<file path="config.mk">
export PLATFORM = sky130hd
export DESIGN_NAME = frequency_meter
export DESIGN_NICKNAME = d
export VERILOG_FILES = /design/src/rtl/frequency_meter_pkg.sv /design/src/rtl/frequency_meter_sync_edge_detect.sv /design/src/rtl/frequency_meter.sv
export SDC_FILE = /design/constraint.sdc
export NUM_CORES = 1
export LEC_CHECK = 0
export ABC_AREA = 1
export BUFFER_PORTS_ARGS = -buffer_cell sky130_fd_sc_hd__buf_2
export CORE_UTILIZATION = 56
export DETAILED_ROUTE_END_ITERATION = 6
export PLACE_DENSITY = 0.8
export SKIP_LAST_GASP = 1
export SLEW_MARGIN = 20
export SYNTH_ARGS = -nofsm -noshare
export SYNTH_HDL_FRONTEND = slang
export SYNTH_SLANG_ARGS = --single-unit
</file>
<file path="constraint.sdc">
create_clock -name CLOCK_10MHz -period 2.7 [get_ports CLOCK_10MHz]
set_clock_uncertainty 0.05 [all_clocks]
set_input_delay 0 -clock CLOCK_10MHz [delete_from_list [all_inputs] [get_ports CLOCK_10MHz]]
set_output_delay 0 -clock CLOCK_10MHz [all_outputs]
set_load 0.005 [all_outputs]
</file>
<file path="src/rtl/frequency_meter_pkg.sv">
// Shared types and helpers for the frequency meter: FSM states, gate selection
// encoding and the gate-length calculation.
package frequency_meter_pkg;

    typedef enum logic [1:0] {
        IDLE,
        FLUSH,
        MEASURE
    } state_t;

    typedef enum logic [1:0] {
        GATE_1S    = 2'b00,
        GATE_100MS = 2'b01,
        GATE_10MS  = 2'b10,
        GATE_1MS   = 2'b11
    } gate_sel_t;

    // Gate length in master-clock cycles; clk_hz is always a constant, so each
    // branch folds to a literal and only the select mux remains.
    function automatic logic [31:0] gate_cycles(input int unsigned clk_hz, input gate_sel_t sel);
        case (sel)
            GATE_1S:    return clk_hz;
            GATE_100MS: return clk_hz / 10;
            GATE_10MS:  return clk_hz / 100;
            default:    return clk_hz / 1000;
        endcase
    endfunction

endpackage

</file>
<file path="src/rtl/frequency_meter_sync_edge_detect.sv">
// Brings an asynchronous input into the clock domain and emits a registered
// one-cycle pulse on each rising edge.
module sync_edge_detect #(
    parameter int SYNC_STAGES = 2
) (
    input  logic i_clock,
    input  logic i_reset,
    input  logic i_async,
    output logic o_rise
);

    logic [SYNC_STAGES-1:0] r_sync;
    logic                   r_prev;
    logic                   r_rise;

    always_ff @(posedge i_clock) begin
        if (i_reset) begin
            r_sync <= '0;
            r_prev <= 1'b0;
            r_rise <= 1'b0;
        end else begin
            r_sync <= {r_sync[SYNC_STAGES-2:0], i_async};
            r_prev <= r_sync[SYNC_STAGES-1];
            r_rise <= r_sync[SYNC_STAGES-1] & ~r_prev;
        end
    end

    assign o_rise = r_rise;

endmodule

</file>
<file path="src/rtl/frequency_meter.sv">
// Counts rising edges of an asynchronous input over back-to-back gate windows
// derived from the master clock and publishes one result per gate.
module frequency_meter
    import frequency_meter_pkg::*;
#(
    parameter int unsigned CLK_HZ      = 10_000_000,
    parameter int          CNT_W       = 24,
    parameter int          SYNC_STAGES = 2
) (
    input  logic             CLOCK_10MHz,
    input  logic             RESET,
    input  logic             ENABLE,
    input  logic [1:0]       GATE_SEL,
    input  logic             SIG_IN,
    output logic [CNT_W-1:0] COUNT,
    output logic [1:0]       RANGE,
    output logic             VALID,
    output logic             OVERFLOW,
    output logic             BUSY
);

    localparam int                 FLUSH_W    = $clog2(SYNC_STAGES + 1) + 1;
    localparam logic [FLUSH_W-1:0] FLUSH_LAST = FLUSH_W'(SYNC_STAGES);
    localparam logic [CNT_W-1:0]   CNT_MAX    = '1;

    state_t             r_state;
    gate_sel_t          r_sel;
    logic [31:0]        r_gateCnt;
    logic [31:0]        r_gateMax;
    logic [CNT_W-1:0]   r_edgeCnt;
    logic               r_sat;
    logic [FLUSH_W-1:0] r_flushCnt;

    logic               w_edge;
    logic               w_atMax;
    logic               w_gateEnd;
    logic [CNT_W-1:0]   w_cntNext;
    logic               w_satNext;
    logic [31:0]        w_gateMaxNext;

    sync_edge_detect #(
        .SYNC_STAGES(SYNC_STAGES)
    ) u_sync (
        .i_clock(CLOCK_10MHz),
        .i_reset(RESET),
        .i_async(SIG_IN),
        .o_rise (w_edge)
    );

    // Next edge count including this cycle's edge, pinned at full scale.
    assign w_atMax       = (r_edgeCnt == CNT_MAX);
    assign w_cntNext     = w_atMax ? CNT_MAX : r_edgeCnt + CNT_W'(w_edge);
    assign w_satNext     = r_sat | (w_edge & w_atMax);
    assign w_gateEnd     = (r_gateCnt == r_gateMax);
    assign w_gateMaxNext = gate_cycles(CLK_HZ, gate_sel_t'(GATE_SEL)) - 32'd1;

    always_ff @(posedge CLOCK_10MHz) begin
        if (RESET) begin
            r_state    <= IDLE;
            r_sel      <= GATE_1S;
            r_gateCnt  <= '0;
            r_gateMax  <= '0;
            r_edgeCnt  <= '0;
            r_sat      <= 1'b0;
            r_flushCnt <= '0;
            COUNT      <= '0;
            RANGE      <= 2'b00;
            VALID      <= 1'b0;
            OVERFLOW   <= 1'b0;
            BUSY       <= 1'b0;
        end else begin
            VALID <= 1'b0;
            case (r_state)
                IDLE: begin
                    r_gateCnt  <= '0;
                    r_edgeCnt  <= '0;
                    r_sat      <= 1'b0;
                    r_flushCnt <= '0;
                    BUSY       <= 1'b0;
                    if (ENABLE) r_state <= FLUSH;
                end
                FLUSH: begin
                    if (!ENABLE) begin
                        r_state    <= IDLE;
                        r_flushCnt <= '0;
                    end else if (r_flushCnt == FLUSH_LAST) begin
                        r_state   <= MEASURE;
                        r_sel     <= gate_sel_t'(GATE_SEL);
                        r_gateMax <= w_gateMaxNext;
                        r_gateCnt <= '0;
                        r_edgeCnt <= '0;
                        r_sat     <= 1'b0;
                        BUSY      <= 1'b1;
                    end else begin
                        r_flushCnt <= r_flushCnt + 1'b1;
                    end
                end
                MEASURE: begin
                    if (!ENABLE) begin
                        r_state   <= IDLE;
                        r_gateCnt <= '0;
                        r_edgeCnt <= '0;
                        r_sat     <= 1'b0;
                        BUSY      <= 1'b0;
                    end else if (w_gateEnd) begin
                        // Publish and roll straight into the next gate with no dead cycle.
                        COUNT     <= w_cntNext;
                        OVERFLOW  <= w_satNext;
                        RANGE     <= r_sel;
                        VALID     <= 1'b1;
                        r_sel     <= gate_sel_t'(GATE_SEL);
                        r_gateMax <= w_gateMaxNext;
                        r_gateCnt <= '0;
                        r_edgeCnt <= '0;
                        r_sat     <= 1'b0;
                    end else begin
                        r_gateCnt <= r_gateCnt + 32'd1;
                        r_edgeCnt <= w_cntNext;
                        r_sat     <= w_satNext;
                    end
                end
                default: r_state <= IDLE;
            endcase
        end
    end

endmodule
</file>
### Yosys cells after proc, flatten, opt, wreduce, memory -nomap -nowiden

Index checks and enable logic that the tools add are counted.

| storage, ports and cells | value |
|---|---|
| flip-flop bits (word level) | 129 |
| bits in latches | 0 |
| memory bits (writable) | 0 |
| ROM bits | 0 |
| input port bits | 6 |
| word-level logic and storage cells | 92 |
| memories kept | 0 |

| cells by class | value |
|---|---|
| $add $sub $neg | 4 |
| $mul | 0 |
| divide/modulo/power cells | 0 |
| magnitude comparators | 0 |
| equality and inequality tests | 15 |
| shift-type cells | 0 |
| multiplexer cells | 40 |
| bitwise operators | 6 |
| reductions and logical operators | 12 |

Operators with widths:

| kind | number |
|---|---|
| 32-bit two-way mux | 8 |
| 24-bit one-hot mux with 3 select lines | 2 |
| 24-bit two-way mux | 5 |
| 32-bit one-hot mux with 3 select lines | 1 |
| 32-bit one-hot mux with 2 select lines | 1 |
| 32-bit by 1-bit adder with 32-bit output (second input constant) | 1 |
| 32-bit == test | 1 |
| 32-bit by 1-bit subtractor with 32-bit output (second input constant) | 1 |
| 24-bit by 1-bit adder with 24-bit output | 1 |
| 24-bit == test (second input constant) | 1 |
| 2-bit two-way mux | 8 |
| 2-bit inequality test (second input constant) | 6 |
| 3-bit AND reduction | 3 |
| 1-bit two-way mux | 8 |
| 3-bit two-way mux | 2 |
| 3-bit inequality test (second input constant) | 2 |
| 1-bit one-hot mux with 3 select lines | 2 |
| 2-bit one-hot mux with 3 select lines | 1 |
| 3-bit one-hot mux with 2 select lines | 1 |
| 5-bit AND reduction | 1 |
| 2-bit by 1-bit == test with 1-bit output (second input constant) | 2 |
| 2-bit == test (second input constant) | 2 |
| 2-bit logical NOT | 2 |
| 2-bit one-hot mux with 2 select lines | 1 |
| 10 further kinds | 14 |

### Depth between registers and ports, before layout

Gate-level depths: netlist of the first run.

| depth | value |
|---|---|
| depth after elaboration | 6 |
| gate-level depth with buffers | 13 |

### By module

Synthesis of the first run repeated with hierarchy kept, for this count alone.

| unflattened totals | value |
|---|---|
| cell total of the unflattened synthesis | 894 |
| area, all modules | 5749.3 sq um |

Modules (own cells, without submodules):

| module | instances | cells each | area each (sq um) |
|---|---|---|---|
| frequency_meter | 1 | 882 | 5634.2 |
| sync_edge_detect | 1 | 12 | 115.1 |

### Worst setup path after synthesis of the first run

No wires, ideal clock.

| timing | value |
|---|---|
| kind | flip-flop to flip-flop |
| from | register r_edgeCnt[0] |
| to | register COUNT[20] |
| library setup time | 0.116 ns |
| arrival | 1.698 ns |
| data required time | 2.534 ns |
| setup slack | 0.836 ns |
| stages on the path, launching flop included | 14 |
| clock period less this slack | 1.864 ns |
| cells stage by stage | dfxtp_1 -> ha_1 -> ha_1 -> inv_1 -> nor2_2 -> nand2_1 -> nor2_1 -> nand2_1 -> inv_1 -> nand2_1 -> nand2_1 -> nand3_1 -> nor2_2 -> nor2_1 |

| on the way | value |
|---|---|
| cells in the longest elaborated chain, start to end | 2 |
| elaborated cells on any way between the ends | 3 |
| those cells by class | add/sub: 1; eq/ne: 1; mux: 1 |

RTL lines:

| what | RTL line | RTL |
|---|---|---|
| from (decl) | frequency_meter.sv:30 | `logic [CNT_W-1:0] r_edgeCnt;` |
| from (signal assigned) | frequency_meter.sv:118 | `r_edgeCnt <= w_cntNext;` |
| 24-bit by 1-bit adder with 24-bit output / 24-bit == test (equally long branches) | frequency_meter.sv:52, frequency_meter.sv:51 |  |
| 24-bit two-way mux * | frequency_meter.sv:52 | `assign w_cntNext = w_atMax ? CNT_MAX : r_edgeCnt + CNT_W'(w_edge);` |
| to (signal assigned) | frequency_meter.sv:107 | `COUNT <= w_cntNext;` |
| to (decl) | frequency_meter.sv:15 | `output logic [CNT_W-1:0] COUNT,` |

Every way passes the cells marked *; elsewhere a longest branch is shown, timed or not.
A chain may end at the register's enable or synchronous reset.

### Worst setup path after layout of the first run

| timing | value |
|---|---|
| from | register r_edgeCnt[0] |
| to | register r_edgeCnt[22] |

| on the way | value |
|---|---|
| cells in the longest elaborated chain, start to end | 5 |
| elaborated cells on any way between the ends | 6 |
| those cells by class | add/sub: 1; eq/ne: 1; mux: 4 |

RTL lines:

| what | RTL line | RTL |
|---|---|---|
| 24-bit by 1-bit adder with 24-bit output / 24-bit == test (equally long branches) | frequency_meter.sv:52, frequency_meter.sv:51 |  |
| 24-bit two-way mux * | frequency_meter.sv:52 |  |
| 24-bit two-way mux * | frequency_meter.sv:105 | `end else if (w_gateEnd) begin` |
| 24-bit two-way mux * | frequency_meter.sv:99 | `if (!ENABLE) begin` |
| 24-bit one-hot mux with 3 select lines * | frequency_meter.sv:73 | `case (r_state)` |

Marks and branches as above.

==> results.toml, run 1 <==
[outcome]
outcome = "finished clean"

[global_route]
grt_pass1_wl_um = 22300
grt_max_degree = 40
track_usage_pct = 26.7
grt_pass1_vias = 4999
grt_antenna_before_repair = 0
grt_overflow = 0

[final_layout]
multi_input_area_um2 = 3010
nets = 934
n_antenna_cell = 0
final_util_pct = 63.3
syn_to_final_growth_pct = 8.40
mostFrequentLayoutCells = "nand2_1 (237), nor2_1 (151), dfxtp_1 (109), inv_1 (109), nand3_1 (42)"
fin_area_um2 = 6250
layout-drive-gt1-share_pct = 9.77
seq_area_um2 = 2180
layout_commonest_cell = "nand2_1"
n_fill_cell = 931

[sta]
finalCritPeriodShare_pct = 81.6
period_needed_ns = 2.20
setup_viol = 0
tns_ns = 0
fmax_mhz = 454
whs_ns = 0.0937
rsz0062_at_grt = "false"
worst_pin_slew_ns = 0.701
hold_violations = 0
drv_slew = 0
slew_headroom_pct = 53.2

[routing]
first_iter_violations = 199
drc = 0
num_vias = 5418
wirelength_um = 13300
wl_per_cell_um = 12.6
ant_nets = 0
drt-pass1-iter-count = 5
via_per_inst = 5.14

[yosys]
synth-seq-cells = 109
synthAdderAreaFrac_pct = 2.39
syn_area_um2 = 5760
synth_compound_area_share_pct = 7.62
synth-xor-area-share_pct = 3.65
synth_top_family_by_area = "simple AND/OR/NAND/NOR gates"
synth_simple_gate_area_share_pct = 38.6
ys_seq_area_share_pct = 37.9
synthMuxAreaShare_pct = 0
syn_nets = 904
yosysUniqueCellTypes = 35
yosys_warnings = 0
syn_area_per_cell_um2 = 6.50
synthCells = 887

[cts]
htree_levels = 3
cts_buffer_depth = 2
cts.sink_count = 109
cts_inserted_buffers = 9
cts_tree = "yes"
cts.clk_slew.worst_paths_ns = 0.10
cts_setup_buffers = 0
clock_latency_ns = 0.38
cts_resized = 0
cts_root_buffer = "clkbuf_8"

[placed_design]
place.port_buffers = 34
hpwlAfterDp_um = 9520
placed_cell_area_um2 = 6000
place_congestion = 0.900

[critical_path]
path_cells = "ha_1 -> ha_1 -> inv_1 -> nor2_2 -> nand2_1 -> nor2_1 -> nand2_1 -> inv_1 -> nand4_1 -> nand3_1 -> nand2_1 -> a21oi_1"
reg2reg_depth = 12
required_ns = 2.97
critPathSlowestCell = "dfxtp_1"
endpoint_kind = "flop"
path_max_fanout = 5
startpoint_type = "flop"
worstPathArrival_ns = 2.47
crit_type = "reg2reg"
critPathMaxStageDelay_ns = 0.39
cpMostUsedCell = "nand2_1"

[power_and_ir_drop]
power_density_nw_per_um2 = 471
leakagePower_nw = 2.70
ir_drop_mv = 0.327

[floorplan]
die_y_um = 103
die_w_um = 103
dieArea_um2 = 10700
ios = 35
start_util_pct = 58.4
rows = 36
fp.coreArea_um2 = 9860

[hold_path]
min_path_type = "in2reg"
whs_path_depth = 3

[run]
cap_violations = 0
## timing repair
action,in CTS,in global routing
setup endpoints to repair,0,0
hold buffers,4,0
hold endpoints to repair,5,0
## worst max-delay path, delay by kind of cell (launching register included)
family	cells	cell delay [ns]
AND/OR/NAND/NOR	7	0.97
adder cells (fa/ha/maj)	2	0.42
flip-flops	1	0.39
buffers and inverters	2	0.17
AO/OA/AOI/OAI	1	0.14
## registers in the layout, summed over array words and instances (netlist names)
name,cells
r_gateCnt,32
COUNT,24
r_edgeCnt,24
r_gateMax,12
r_flushCnt,3
RANGE,2
r_sel,2
r_state,2
u_sync.r_sync,2
BUSY,1
OVERFLOW,1
VALID,1
r_sat,1
u_sync.o_rise,1
u_sync.r_prev,1
## power breakdown
group          leakage [nW]  switching [mW]  internal, mW
Combinational          1.72           0.162        0.0773
Clock                 0.108           0.560         0.483
Sequential            0.881          0.0206          1.64
Total                  2.70           0.743          2.20
## stage by stage
stage	cells	setup WS [ns]	total power, mW
floorplan	887	0.836	1.87
CTS	1054	0.531	2.96
global route	1054	0.242	3.05
global placement	1035	0.618	1.92
finish	1054	0.498	2.94
detailed placement	1035	0.573	1.93
## final timing paths
kind / from / endpoint / slack, ns
worst max-delay path: r_edgeCnt[0]$_SDFFE_PP0P_ / r_edgeCnt[22]$_SDFFE_PP0P_ / 0.50
worst min-delay path: RESET / VALID$_SDFF_PP0_ / 0.09
worst max register to register: r_edgeCnt[0]$_SDFFE_PP0P_ / r_edgeCnt[22]$_SDFFE_PP0P_ / 0.50
worst min register to register: u_sync.r_prev$_SDFF_PP0_ / u_sync.o_rise$_SDFF_PP0_ / 0.36
## logic make-up after synthesis
logic type | after synthesis
AO/OA/AOI/OAI | 84
XOR/XNOR | 24
buffers and inverters | 139
AND/OR/NAND/NOR | 520
adder cells (fa/ha/maj) | 11
flip-flops | 109
## synthesized netlist by cell type (all sizes together)
cell / n / area [um^2]
nand4: 23 / 144
and3: 1 / 6.26
o21bai: 1 / 7.51
xnor2: 5 / 43.8
o21ai: 38 / 194
a31o: 1 / 8.76
nand2: 239 / 902
clkbuf: 11 / 41.3
nand3b: 2 / 15.0
xor2: 19 / 166
or2: 9 / 56.3
buf: 14 / 103
dfxtp: 109 / 2180
nor4: 3 / 18.8
o21a: 1 / 7.51
a31oi: 1 / 6.26
nand3: 44 / 230
nor2: 164 / 648
ha: 11 / 138
nor3: 33 / 186
nor3b: 2 / 15.0
a21oi: 40 / 200
inv: 114 / 428
a211oi: 2 / 15.0
## per-layer routing
metal | wire length, um | share of wire, % | GRT usage, % | vias up
met5 | 0 | 0 | 0 | -
met4 | 270 | 2.0 | 8.34 | 0
met3 | 569 | 4.3 | 5.78 | 22
met2 | 6540 | 49 | 47.8 | 108
met1 | 5890 | 44 | 31.9 | 2455
li1 | - | - | - | 2833
## layout make-up
cell class | instances | area share (%)
Clock buffer | 11 | 2.42
Tap cell | 133 | 2.66
Multi-Input combinational cell | 639 | 48.2
Sequential cell | 109 | 34.9
Timing Repair Buffer | 44 | 4.09
Clock inverter | 4 | 0.881
Inverter | 114 | 6.85
No activity file was read; power rests on OpenSTA's default activity.
==> inputs of run 2 (changes only) <==
--- a/config.mk
+++ b/config.mk
@@ -5,11 +5,11 @@
 export SDC_FILE = /design/constraint.sdc
 export NUM_CORES = 1
 export LEC_CHECK = 0
-export ABC_AREA = 1
+export ABC_AREA = 0
 export BUFFER_PORTS_ARGS = -buffer_cell sky130_fd_sc_hd__buf_2
-export CORE_UTILIZATION = 56
+export CORE_UTILIZATION = 54
 export DETAILED_ROUTE_END_ITERATION = 6
-export PLACE_DENSITY = 0.8
+export PLACE_DENSITY = 0.81
 export SKIP_LAST_GASP = 1
 export SLEW_MARGIN = 20
 export SYNTH_ARGS = -nofsm -noshare
==> constraint.sdc (replaced) <==
create_clock -name CLOCK_10MHz -period 1.95 [get_ports CLOCK_10MHz]
set_clock_uncertainty 0.05 [all_clocks]
set_input_delay 0 -clock CLOCK_10MHz [delete_from_list [all_inputs] [get_ports CLOCK_10MHz]]
set_output_delay 0 -clock CLOCK_10MHz [all_outputs]
set_load 0.005 [all_outputs]
==> results.toml, run 2 <==
[power_and_ir_drop]
ir_drop_mv = 0.440
p_total_mw = 3.68
leakagePower_nw = 2.74
power_density_nw_per_um2 = 517

[critical_path]
reg2reg_depth = 10
r2r_end = "r_gateCnt[19]$_SDFFE_PP0P_"
path_max_fanout = 8
r2r-start = "r_gateMax[20]$_SDFFE_PP0P_"
crit_type = "reg2reg"
path_cells = "or4_4 -> a22oi_2 -> buf_4 -> and4b_2 -> buf_6 -> a21boi_4 -> nor2_4 -> buf_12 -> clkbuf_16 -> nor2_2"
critPathBufInv = 4
startpoint_type = "flop"
cp_top_family = "simple AND/OR/NAND/NOR gates"
endpoint_kind = "flop"
worstPathArrival_ns = 2.65
critPathMaxStageDelay_ns = 0.53
r2r_slack_ns = -0.49
required_ns = 2.16
critPathSlowestCell = "or4_4"

[yosys]
yosys_warnings = 0
synthArstFlopShare_pct = 0
synth.most_common_cell = "dfxtp_1"
syn_area_um2 = 5230
syn_nets = 626
netlist_top_cells_count = "dfxtp_1 (109), nor2_1 (93), nand2_1 (39)"
yosysTopAreaCellShare_pct = 41.7
synthFlopType = "dfxtp_1"
synthCells = 609
syn_area_per_cell_um2 = 8.59
yosys-top-cells-area = "dfxtp_1 (42%), nor2_1 (6.7%), xor2_1 (4.4%)"
yosys.area.top_type = "dfxtp_1"
synth-edff-count = 0
ys_seq_area_share_pct = 41.7
yosysUniqueCellTypes = 56
synth-seq-cells = 109

[floorplan]
start_util_pct = 56.1
dieArea_um2 = 10100
die_w_um = 100
fp.coreArea_um2 = 9330
ios = 35
die_y_um = 100
rows = 35

[hold_path]
whs_endpoint = "u_sync.o_rise$_SDFF_PP0_"
hp-start = "u_sync.r_prev$_SDFF_PP0_"
min_path_type = "reg2reg"
whs_path_depth = 1

[sta]
finalCritPeriodShare_pct = 125
drv_slew = 0
worst_slack_ns = -0.489
rsz0062_at_grt = "true"
hold_violations = 0
whs_ns = 0.346
slew_headroom_pct = 65.0
fmax_mhz = 410
setup_viol = 98
period_needed_ns = 2.44
worst_pin_slew_ns = 0.525

[routing]
wirelength_um = 17100
highest_layer = "met5"
num_vias = 5492
wl_per_cell_um = 19.5
wl_met1_um = 6490
wl_met2_um = 8310
wl_met3_um = 1490
first_iter_violations = 419
drc = 0
ant_nets = 0
drt-pass1-iter-count = 6
via_per_inst = 6.24

[final_layout]
largest_reg_flops = 32
layout_commonest_cell = "dfxtp_1"
n_fill_cell = 551
n_antenna_cell = 0
mostFrequentLayoutCells = "dfxtp_1 (106), buf_4 (91), nor2_1 (62)"
regMostFlops = "r_gateCnt"
fin_area_um2 = 7120
top_regs = "r_gateCnt x32, COUNT x24, r_edgeCnt x24"
layout-drive-gt1-share_pct = 34.8
nets = 764
syn_to_final_growth_pct = 36.3

[placed_design]
place.port_buffers = 34
hpwlAfterDp_um = 9430
place_congestion = 0.920
placed_cell_area_um2 = 6210

[cts]
cts.clk_slew.worst_paths_ns = 0.10
cts_inserted_buffers = 9
cts.sink_count = 109
htree_levels = 3
cts_buffer_depth = 2
cts_root_buffer = "clkbuf_8"
cts_tree = "yes"
clock_latency_ns = 0.38

[global_route]
grt_overflow = 0
grt_pass1_vias = 4934
grt_max_degree = 33
grt_pass1_wl_um = 23100
grt_antenna_before_repair = 1
track_usage_pct = 29.1

[outcome]
violations = "setup timing"
outcome = "finished, violations left"

[run]
cap_violations = 0
[run 2: cell types whose count changed in the layout (fill, tap and decap cells not counted), sizes merged, moves of 14 or more]
cell | previous run | this run
a21oi | 40 | 26
a31oi | 1 | 15
buf | 40 | 150
inv | 116 | 12
nand2 | 239 | 39
nor2 | 164 | 93
nor3 | 33 | 12
o21ai | 38 | 19
xnor2 | 5 | 21
[run 2: what timing repair did]
action,4_1_cts,5_1_grt
hold buffers,6,0
setup endpoints to repair,99,99
cloned,3,3
setup buffers,7,14
pin swaps,14,31
gates resized for setup,33,79
endpoints found under the hold margin,11,0
[run 2: worst max-delay path by stage]
| stage | from | to | slack [ns] | cells past startpoint |
|---|---|---|---|---|
| floorplan | r_gateMax[20]$_SDFFE_PP0P_ | COUNT[6]$_SDFFE_PP0P_ | -0.20 | 7 |
| global placement | r_gateMax[20]$_SDFFE_PP0P_ | r_gateMax[4]$_SDFFE_PP0P_ | -0.16 | 6 |
| detailed placement | r_gateCnt[0]$_SDFFE_PP0P_ | COUNT[11]$_SDFFE_PP0P_ | -0.31 | 7 |
| CTS | r_gateMax[20]$_SDFFE_PP0P_ | COUNT[11]$_SDFFE_PP0P_ | -0.26 | 7 |
| global route | r_gateMax[20]$_SDFFE_PP0P_ | r_gateCnt[19]$_SDFFE_PP0P_ | -0.55 | 10 |
| finish | r_gateMax[20]$_SDFFE_PP0P_ | r_gateCnt[19]$_SDFFE_PP0P_ | -0.49 | 10 |
[run 2: logic make-up (layout without fill, tap and decap cells)]
kind of cell,Yosys count,count (layout),synth area share [%]
buffers and inverters,41,183,3.49
adders and majority gates,11,11,2.63
and+or+nand+nor,270,270,26.3
muxes,8,8,1.53
xor gates and xnor gates,47,47,7.87
DFF,109,109,41.7
AOI/OAI and AO/OA,123,123,16.4
[run 2: stage by stage]
stage / worst slack (ns) / util (%) / instances / setup TNS (ns)
detailed placement: -0.307 / 66.6 / 833 / -18.38
floorplan: -0.195 / - / 609 / -6.87
global route: -0.546 / 76.4 / 880 / -41.18
global placement: -0.164 / 66.6 / 833 / -10.25
finish: -0.489 / 76.4 / 880 / -36.53
CTS: -0.258 / 71.6 / 864 / -15.92
[run 2: final cells by class]
cell class                 instances  area (um^2)  share of cell area, %
tap                              129          161                   2.27
clock inverter                     6         47.5                  0.667
multi-input combinational        459         3230                   45.3
clock buffer                       9          124                   1.74
inverter                          10         37.5                  0.527
timing repair buffer             158         1340                   18.8
sequential                       109         2190                   30.7
[run 2: where the power goes]
part	internal (mW)	total, mW	switching [mW]
Clock	0.467	1.29	0.822
Sequential	2.23	2.23	0.00327
Combinational	0.0640	0.159	0.0953
Total	2.76	3.68	0.920
[run 2: metal layers]
| layer | up-vias | GRT usage, % |
|---|---|---|
| met3 | 105 | 4.81 |
| li1 | 2465 | - |
| met1 | 2565 | 34.8 |
| met4 | 2 | 13.4 |
| met2 | 355 | 50.9 |
| met5 | - | 0 |
==> inputs of run 3 (changes only) <==
--- a/config.mk
+++ b/config.mk
@@ -7,9 +7,10 @@
 export LEC_CHECK = 0
 export ABC_AREA = 0
 export BUFFER_PORTS_ARGS = -buffer_cell sky130_fd_sc_hd__buf_2
-export CORE_UTILIZATION = 54
+export CORE_UTILIZATION = 56
+export CTS_BUF_LIST = sky130_fd_sc_hd__clkbuf_8
 export DETAILED_ROUTE_END_ITERATION = 6
-export PLACE_DENSITY = 0.81
+export PLACE_DENSITY = 0.84
 export SKIP_LAST_GASP = 1
 export SLEW_MARGIN = 20
 export SYNTH_ARGS = -nofsm -noshare
==> results.toml, run 3 (same netlist as run 2, synthesis figures left out) <==
[outcome]
outcome = "finished, violations left"
violations = "setup timing"

[global_route]
busiest_layer = "met2"
met1_usage_pct = 39.9
grt_overflow = 0
grt_pass1_vias = 5269
grt_max_degree = 33
grt_antenna_before_repair = 0
track_usage_pct = 33.8
gr-usage-met3_pct = 8.01
grt_pass1_wl_um = 26100
globalRouteMet2Util_pct = 56.3

[routing]
via_per_inst = 6.57
drc = 0
drt-pass1-iter-count = 6
first_iter_violations = 586
num_vias = 5535
wirelength_um = 17000
wl_per_cell_um = 20.1
ant_nets = 0

[final_layout]
n_fill_cell = 493
layout-drive-gt1-share_pct = 30.1
largest_reg_flops = 32
n_antenna_cell = 0
nets = 747
layout_commonest_cell = "dfxtp_1"
top_regs = "r_gateCnt x32, COUNT x24, r_edgeCnt x24"
regMostFlops = "r_gateCnt"
syn_to_final_growth_pct = 33.7
fin_area_um2 = 6990
final_util_pct = 78.6
mostFrequentLayoutCells = "dfxtp_1 (104), nor2_1 (84), buf_4 (76)"

[placed_design]
dpl_worst_slack_ns = -0.340
place_congestion = 0.940
placed_cell_area_um2 = 6120
hpwlAfterDp_um = 9410
place.port_buffers = 34

[run]
cap_violations = 0

[sta]
rsz0062_at_grt = "true"
slew_headroom_pct = 54.6
worst_slack_ns = -0.438
finalCritPeriodShare_pct = 122
setup_viol = 98
drv_slew = 0
hold_violations = 0
worst_pin_slew_ns = 0.680
period_needed_ns = 2.39
fmax_mhz = 419

[critical_path]
required_ns = 2.21
path_cells = "buf_4 -> buf_4 -> nand4_1 -> a22oi_2 -> buf_4 -> and4b_2 -> a21oi_1 -> o31ai_1 -> a21oi_1"
critPathSlowestCell = "a21oi_1"
cp_top_family = "compound AO/OA/AOI/OAI gates"
startpoint_type = "flop"
path_max_fanout = 7
crit_type = "reg2reg"
critPathBufInv = 3
critPathMaxStageDelay_ns = 0.58
endpoint_kind = "flop"
cpMostUsedCell = "buf_4"
worstPathArrival_ns = 2.65

[floorplan]
ios = 35
die_w_um = 98.6
fp.coreArea_um2 = 8890
start_util_pct = 58.8
rows = 34
dieArea_um2 = 9730
die_y_um = 98.6

[power_and_ir_drop]
ir_drop_mv = 0.496
leakagePower_nw = 2.75
power_density_nw_per_um2 = 560

[cts]
cts_inserted_buffers = 9
cts.sink_count = 109
cts_root_buffer = "clkbuf_8"
htree_levels = 3
cts_tree = "yes"
cts.clk_slew.worst_paths_ns = 0.11
cts_buffer_depth = 2
clock_latency_ns = 0.38

[hold_path]
min_path_type = "in2reg"
## run 3: changes by cell type in the layout (fill, tap and decap cells not counted), sizes merged
cell and change:
buf -14, bufinv +2, inv +1, dlygate4sd3 -2
clkinvlp -4, clkinv +2, clkbuf -1
## run 3: repair_timing
action	in CTS	in global routing
hold buffers	4	0
setup buffers	9	2
cloned	7	1
gates resized for setup	48	41
endpoints found under the hold margin	9	0
setup endpoints to repair	99	99
pin swaps	18	17
## run 3: cell type report
cell class	instances	area, um^2	area share (%)
inverter	10	37.5	0.537
timing repair buffer	141	1240	17.7
clock inverter	7	97.6	1.40
tap	108	135	1.93
clock buffer	9	124	1.77
sequential	109	2190	31.3
multi-input combinational	459	3170	45.3
## run 3: per-stage QoR
step	TNS [ns]	hold slack (ns)	cells	total power, mW
3_5_place_dp	-15.38	0.195	804	2.39
5_1_grt	-31.39	0.0347	843	4.02
6_report	-26.74	0.0167	843	3.92
2_1_floorplan	-6.87	0.0782	609	2.35
3_3_place_gp	-8.93	0.162	804	2.38
4_1_cts	-19.66	0.00596	840	3.91
## run 3: routing by layer
| layer | wire length, um | share of wire (%) |
|---|---|---|
| met5 | 0 | 0 |
| met1 | 6340 | 37 |
| met3 | 1660 | 9.8 |
| met2 | 7780 | 46 |
| met4 | 1170 | 6.9 |
## run 3: worst paths after layout
| path | startpoint | slack, ns | cells after the start | to |
|---|---|---|---|---|
| setup / recovery | r_gateMax[20]$_SDFFE_PP0P_ | -0.44 | 9 | r_edgeCnt[5]$_SDFFE_PP0P_ |
| hold / removal | RESET | 0.02 | 2 | RANGE[1]$_SDFFE_PP0P_ |
| setup reg to reg | r_gateMax[20]$_SDFFE_PP0P_ | -0.44 | 9 | r_edgeCnt[5]$_SDFFE_PP0P_ |
| hold reg to reg | u_sync.r_prev$_SDFF_PP0_ | 0.35 | 1 | u_sync.o_rise$_SDFF_PP0_ |
## run 3: report_power, final
group / switching [mW] / internal [mW] / leakage, nW
Combinational: 0.0827 / 0.0457 / 1.75
Sequential: 0.00516 / 2.23 / 0.881
Clock: 0.818 / 0.734 / 0.117
